$ cat src/rtl/imem_pkg.sv
// Shared definitions for the instruction-memory loader and the Memblock it programs.
package imem_pkg;

   // Memblock geometry used by the loader and its benches.
   localparam int MEM_WIDTH      = 32;
   localparam int MEM_DEPTH      = 128;
   localparam int MEM_ADDR_W     = $clog2(MEM_DEPTH);
   localparam int BYTES_PER_WORD = 4;

   // Loader sequence: gather bytes, write a word, read the image back, check, finish.
   typedef enum logic [2:0] {
      ST_IDLE    = 3'd0,
      ST_COLLECT = 3'd1,
      ST_WRITE   = 3'd2,
      ST_VRD     = 3'd3,
      ST_VCHK    = 3'd4,
      ST_FIN     = 3'd5
   } state_e;

endpackage

$ cat src/rtl/imem_loader_byte_packer.sv
// Assembles a little-endian word from a byte stream; the first byte lands in the LSB.
// Handshake: a byte moves when s_valid && s_ready. s_ready follows enable, and
// word_valid pulses in the same cycle that the final byte of a word is accepted.
module byte_packer
   import imem_pkg::*;
#(
   parameter int WIDTH = MEM_WIDTH
) (
   input  logic             clk,
   input  logic             rst,
   input  logic             clear,
   input  logic             enable,
   input  logic             s_valid,
   input  logic [7:0]       s_data,
   output logic             s_ready,
   output logic             word_valid,
   output logic [WIDTH-1:0] word_data
);

   localparam int CNT_W = $clog2(BYTES_PER_WORD);

   logic [CNT_W-1:0] cnt_q, cnt_d;
   logic [WIDTH-1:0] acc_q, acc_d;
   logic [WIDTH-1:0] merged;
   logic             accept;

   // Place each accepted byte at its lane and release the word on the final byte.
   always_comb begin
      s_ready    = enable;
      accept     = enable && s_valid;
      cnt_d      = cnt_q;
      acc_d      = acc_q;
      word_valid = 1'b0;
      merged     = acc_q;
      merged[{cnt_q, 3'b000} +: 8] = s_data;
      word_data  = merged;
      if (clear) begin
         cnt_d = '0;
         acc_d = '0;
      end else if (accept) begin
         if (cnt_q == CNT_W'(BYTES_PER_WORD - 1)) begin
            word_valid = 1'b1;
            cnt_d      = '0;
            acc_d      = '0;
         end else begin
            cnt_d = cnt_q + CNT_W'(1);
            acc_d = merged;
         end
      end
   end

   // Byte counter and partial word; reset discards any half-built word.
   always_ff @(posedge clk) begin
      if (rst) begin
         cnt_q <= '0;
         acc_q <= '0;
      end else begin
         cnt_q <= cnt_d;
         acc_q <= acc_d;
      end
   end

endmodule

$ cat src/rtl/imem_loader.sv
// Streams bytes into instruction memory, then reads the image back and compares
// XOR checksums of written and read data. Addresses wrap modulo DEPTH, which
// relies on DEPTH being a power of two (ADDR_W = clog2(DEPTH)).
module imem_loader
   import imem_pkg::*;
#(
   parameter int WIDTH  = MEM_WIDTH,
   parameter int DEPTH  = MEM_DEPTH,
   parameter int ADDR_W = MEM_ADDR_W
) (
   input  logic              clk,
   input  logic              rst,
   input  logic              start,
   input  logic [ADDR_W-1:0] base_addr,
   input  logic [ADDR_W:0]   word_count,
   input  logic              s_valid,
   input  logic [7:0]        s_data,
   output logic              s_ready,
   output logic              we0,
   output logic [ADDR_W-1:0] wr_addr0,
   output logic [WIDTH-1:0]  wr_din0,
   output logic [ADDR_W-1:0] rd_addr0,
   input  logic [WIDTH-1:0]  rd_dout0,
   output logic              busy,
   output logic              done,
   output logic              error,
   output logic [ADDR_W:0]   words_written
);

   localparam int CNT_W = ADDR_W + 1;

   state_e            state_q, state_d;
   logic [ADDR_W-1:0] base_q, base_d;
   logic [CNT_W-1:0]  count_q, count_d;
   logic [CNT_W-1:0]  words_written_q, words_written_d;
   logic [ADDR_W-1:0] wr_addr_q, wr_addr_d;
   logic [WIDTH-1:0]  wr_din_q, wr_din_d;
   logic [ADDR_W-1:0] rd_addr_q, rd_addr_d;
   logic [CNT_W-1:0]  rd_cnt_q, rd_cnt_d;
   logic              rd_fold_q, rd_fold_d;
   logic [WIDTH-1:0]  wr_sum_q, wr_sum_d;
   logic [WIDTH-1:0]  rd_sum_q, rd_sum_d;
   logic              error_q, error_d;

   logic              start_accept;
   logic              word_valid;
   logic [WIDTH-1:0]  word_data;

   assign start_accept = (state_q == ST_IDLE) && start;

   byte_packer #(
      .WIDTH (WIDTH)
   ) u_packer (
      .clk        (clk),
      .rst        (rst),
      .clear      (start_accept),
      .enable     (state_q == ST_COLLECT),
      .s_valid    (s_valid),
      .s_data     (s_data),
      .s_ready    (s_ready),
      .word_valid (word_valid),
      .word_data  (word_data)
   );

   // Outputs decode straight from flops so they carry no combinational input paths.
   assign we0           = (state_q == ST_WRITE);
   assign busy          = (state_q != ST_IDLE) && (state_q != ST_FIN);
   assign done          = (state_q == ST_FIN);
   assign error         = error_q;
   assign wr_addr0      = wr_addr_q;
   assign wr_din0       = wr_din_q;
   assign rd_addr0      = rd_addr_q;
   assign words_written = words_written_q;

   // Sequencer: next state plus the address, count and checksum updates of each phase.
   always_comb begin
      state_d         = state_q;
      base_d          = base_q;
      count_d         = count_q;
      words_written_d = words_written_q;
      wr_addr_d       = wr_addr_q;
      wr_din_d        = wr_din_q;
      rd_addr_d       = rd_addr_q;
      rd_cnt_d        = rd_cnt_q;
      wr_sum_d        = wr_sum_q;
      error_d         = error_q;
      // Read data for an address issued in VRD shows up one cycle later.
      rd_fold_d       = (state_q == ST_VRD);
      rd_sum_d        = rd_fold_q ? (rd_sum_q ^ rd_dout0) : rd_sum_q;

      case (state_q)
         ST_IDLE: begin
            if (start) begin
               base_d          = base_addr;
               count_d         = (word_count > CNT_W'(DEPTH)) ? CNT_W'(DEPTH) : word_count;
               error_d         = 1'b0;
               words_written_d = '0;
               wr_sum_d        = '0;
               rd_sum_d        = '0;
               state_d         = (word_count == '0) ? ST_FIN : ST_COLLECT;
            end
         end
         ST_COLLECT: begin
            if (word_valid) begin
               wr_addr_d = base_q + words_written_q[ADDR_W-1:0];
               wr_din_d  = word_data;
               state_d   = ST_WRITE;
            end
         end
         ST_WRITE: begin
            wr_sum_d        = wr_sum_q ^ wr_din_q;
            words_written_d = words_written_q + CNT_W'(1);
            if ((words_written_q + CNT_W'(1)) < count_q) begin
               state_d = ST_COLLECT;
            end else begin
               rd_addr_d = base_q;
               rd_cnt_d  = '0;
               state_d   = ST_VRD;
            end
         end
         ST_VRD: begin
            if ((rd_cnt_q + CNT_W'(1)) == count_q) begin
               state_d = ST_VCHK;
            end else begin
               rd_addr_d = rd_addr_q + ADDR_W'(1);
               rd_cnt_d  = rd_cnt_q + CNT_W'(1);
            end
         end
         ST_VCHK: begin
            if ((rd_sum_q ^ rd_dout0) != wr_sum_q) begin
               error_d = 1'b1;
            end
            state_d = ST_FIN;
         end
         ST_FIN: begin
            state_d = ST_IDLE;
         end
         default: begin
            state_d = ST_IDLE;
         end
      endcase
   end

   // State and datapath registers with synchronous reset.
   always_ff @(posedge clk) begin
      if (rst) begin
         state_q         <= ST_IDLE;
         base_q          <= '0;
         count_q         <= '0;
         words_written_q <= '0;
         wr_addr_q       <= '0;
         wr_din_q        <= '0;
         rd_addr_q       <= '0;
         rd_cnt_q        <= '0;
         rd_fold_q       <= 1'b0;
         wr_sum_q        <= '0;
         rd_sum_q        <= '0;
         error_q         <= 1'b0;
      end else begin
         state_q         <= state_d;
         base_q          <= base_d;
         count_q         <= count_d;
         words_written_q <= words_written_d;
         wr_addr_q       <= wr_addr_d;
         wr_din_q        <= wr_din_d;
         rd_addr_q       <= rd_addr_d;
         rd_cnt_q        <= rd_cnt_d;
         rd_fold_q       <= rd_fold_d;
         wr_sum_q        <= wr_sum_d;
         rd_sum_q        <= rd_sum_d;
         error_q         <= error_d;
      end
   end

endmodule

$ cat config.mk
export PLATFORM = sky130hd
export DESIGN_NAME = imem_loader
export DESIGN_NICKNAME = d
export VERILOG_FILES = /design/src/rtl/imem_pkg.sv /design/src/rtl/imem_loader_byte_packer.sv /design/src/rtl/imem_loader.sv
export SDC_FILE = /design/constraint.sdc
export NUM_CORES = 1
export LEC_CHECK = 0
export CAP_MARGIN = 20
export CORE_MARGIN = 2
export CORE_UTILIZATION = 25
export CTS_BUF_LIST = sky130_fd_sc_hd__clkbuf_2
export CTS_CLUSTER_DIAMETER = 40
export CTS_CLUSTER_SIZE = 8
export DETAILED_ROUTE_END_ITERATION = 8
export DONT_BUFFER_PORTS = 1
export SETUP_SLACK_MARGIN = 0.4
export SYNTH_ARGS = -nofsm -noshare
export SYNTH_HDL_FRONTEND = slang
export SYNTH_HIERARCHICAL = 1
export SYNTH_SLANG_ARGS = --single-unit
$ cat constraint.sdc
create_clock -name clk -period 3.3 [get_ports clk]
set_input_delay 0 -clock clk [delete_from_list [all_inputs] [get_ports clk]]
set_output_delay 0 -clock clk [all_outputs]
set_load 0.02 [all_outputs]
==> flow_summary_export.csv <==
group,metric,value,unit
timing,skew,0.0558,ns
clock_tree,cts_buffers,17,
clock_tree,htree_num_levels,4,
timing,min_period,2.76,ns
timing,fmax,363,MHz
setup_path,crit_required,4.00,ns
floorplan,initial_core_util,25.4,%
floorplan,fp-row-count,68,
global_route,gr-max-usage-layer,"met2",
timing,min_period_over_period,83.6,%
logic_synthesis,yosysMostFrequentCell,"nand2_1",
timing,setup_violations,0,
clock_tree,cts_sinks,180,
logic_synthesis,avgSynthCellArea,8.50,um^2
clock_tree,cts_buffer_depth,2,
global_route,grt_use_met1,18.0,%
logic_synthesis,synthArstFlopShare,0,%
clock_tree,cts_tree,"yes",
setup_path,path_buf_inv,1,
setup_path,crit_path_max_fanout,10,
logic_synthesis,synth_seq_cells,180,
routing,wl_per_cell,15.7,um
logic_synthesis,synth-seq-area-share,40.9,%
setup_path,crit_family,"compound AO/OA/AOI/OAI gates",
global_route,grt_pass1_vias,7250,
cells_and_area,nFillCells,3590,
floorplan,fp.dieH,192,um
routing,vias_per_cell,4.66,
logic_synthesis,netlist_area,8810,um^2
setup_path,worst_ep_arrival_time,3.45,ns
global_route,grt_max_degree,91,
clock_tree,cts_root_buf,"clkbuf_2",
placed_design,dp_hpwl,17700,um
power_and_ir_drop,ir_drop,0.172,mV
cells_and_area,final_util,31.2,%
power_and_ir_drop,pwr_density_cell,358,nW/um^2
run_status,outcome,"completed",
cells_and_area,stdcell_count,1613,
logic_synthesis,synth_top_family_by_area,"simple AND/OR/NAND/NOR gates",
floorplan,die_area,36800,um^2
logic_synthesis,synthesis.nets,1117,
floorplan,ioPinCount,118,
clock_tree,clock_latency,0.82,ns
setup_path,path_class,"reg2reg",
timing,finalHoldViolCount,0,
global_route,grt_pass1_wl,40700,um
logic_synthesis,ys_top_cells_by_count,"nand2_1, dfxtp_1, nor2_1",
global_route,grt_usage,14.1,%
power_and_ir_drop,p_leak,0.00362,uW
timing,tightest_slew,0.668,ns
global_route,antenna_found_initial,6,
logic_synthesis,synth_warnings,6,
placed_design,place_congestion,0.822,
routing,drt_pass1_iterations,6,
logic_synthesis,synth_ff_type,"dfxtp_1",
global_route,met2_usage,22.3,%
setup_path,cp_slowest_stage_delay,0.52,ns
timing,slew_viol_final,0,
routing,drt_iter0_drc,426,
routing,drc_errors,0,
global_route,grt_overflow,0,
logic_synthesis,yosys.area_share.adder,3.21,%
logic_synthesis,syn-instance-count,1036,
flow_run,maxCapViolCount,0,
placed_design,dpl.cell_count,1455,
logic_synthesis,synth_edf_count,0,
logic_synthesis,synthSimpleGateAreaFrac,20.2,%
logic_synthesis,ys_top_cells_by_area,"dfxtp_1, nand2_1, xnor2_1, xor2_1, nor2_1",
placed_design,io_buffers,0,
timing,slew-limit-headroom,55.1,%
power_and_ir_drop,p_total,3870,uW
setup_path,crit_path_cell_trace,"ha_2 -> or3b_1 -> o211a_1 -> o32ai_2 -> o311ai_2 -> buf_4 -> a221oi_1 -> a211oi_2",
logic_synthesis,synth_mux_area_share,0.114,%
setup_path,critPathLaunchType,"flop",
routing,vias,7520,
logic_synthesis,yosys.area.top_type,"dfxtp_1",
routing,drtAntennaViolNets,0,
timing,fin_tns_setup,0,ns
setup_path,end_kind,"flop",
logic_synthesis,synth_xor_area_share,14.7,%
logic_synthesis,synth_compound_gate_area_share,16.2,%
min_path,holdCritPathClass,"in2reg",
logic_synthesis,synth.distinct_cells,71,
floorplan,die_w,192,um
clock_tree,path_clk_slew,0.28,ns
cells_and_area,drive_gt1_share,7.38,%
floorplan,coreArea,34600,um^2
timing,rsz0062_at_grt,"true",
logic_synthesis,synth_top_area_share,40.9,%
global_route,use_met3,4.00,%
routing,wl,25400,um
cells_and_area,nNetsFinal,1220,
setup_path,slowest_stage,"dfxtp_1",
cells_and_area,area_growth,22.8,%
layer usage:
layer,vias to the layer above,wire length [um],share of wire [%]
li1,3726,-,-
met1,3574,11500,45
met2,178,11700,46
met3,40,1490,5.8
met4,2,677,2.7
met5,-,11,0.043
path summary, 6_finish.rpt:
check | start | endpoint | slack, ns | depth (start not counted)
hold / removal | s_data[3] | u_packer/acc_q[11] | 0.12 | 2
hold reg to reg | u_packer/acc_q[28] | u_packer/acc_q[28] | 0.49 | 1
setup / recovery | rd_cnt_q[0] | rd_addr0[5] | 0.54 | 8
setup reg to reg | rd_cnt_q[0] | rd_addr0[5] | 0.54 | 8
cell type report:
type	instances	area, um^2	share of cell area [%]
Clock buffer	20	100	0.925
Tap cell	455	569	5.26
Multi-Input combinational cell	761	4820	44.6
Clock inverter	12	143	1.32
Inverter	37	139	1.28
Antenna cell	6	15.0	0.139
Timing Repair Buffer	142	1430	13.2
Sequential cell	180	3610	33.3
repair_timing:
item,in CTS,in global routing
buffers inserted,0,0
setup endpoints to repair,0,56
hold buffers,119,0
resized for setup,0,14
endpoints found under the hold margin,180,0
stage by stage:
step	instance area, um^2	hold WS (ns)	worst slack [ns]
global placement	9280	0.0927	0.520
global route	10800	0.0450	0.383
finish	10800	0.115	0.542
floorplan	8810	0.0768	0.447
CTS	10700	0.00353	0.405
detailed placement	9280	0.0941	0.448
power breakdown:
| group | total, uW | switching [uW] | internal, uW | leakage (uW) |
|---|---|---|---|---|
| Clock | 1190 | 820 | 374 | 0.000151 |
| Sequential | 2230 | 27.4 | 2200 | 0.00145 |
| Combinational | 450 | 257 | 194 | 0.00201 |
| Total | 3870 | 1100 | 2770 | 0.00362 |
placed cells by master, fill, tap and decap left out, types with 12 or more instances in the layout:
master and n:
clkbuf_2 20, nor4_1 12, ha_1 20, dlygate4sd3_1 118
a22o_1 34, buf_4 20, dfxtp_1 178, inv_1 35
xnor2_1 73, nand2_1 182, o211ai_1 13, nor2_1 96
o21ai_0 28, nand3_1 12, a21oi_1 68, xor2_1 73
worst register-to-register path, cell delays in order, from the launching register on:
cell and delay [ns]:
dfxtp_1 0.52, ha_2 0.33, or3b_1 0.37, o211a_1 0.14
o32ai_2 0.32, o311ai_2 0.26, buf_4 0.25, a221oi_1 0.40
a211oi_2 0.08
registers in the layout, indices dropped and copies added, names as in the netlist:
register        count
u_packer/cnt_q      2
words_written       8
wr_addr0            7
wr_sum_q           32
rd_sum_q           32
rd_fold_q           1
rd_cnt_q            8
u_packer/acc_q     32
base_q              7
wr_din0            32
error               1
rd_addr0            7
count_q             8
state_q             3
cells by family after synthesis:
group	Yosys count
compound gates	203
flops	180
mux	1
simple gates	388
xor+xnor	147
buf+inv	95
fa+ha+maj	22
Power figures use the tool's default switching activity.
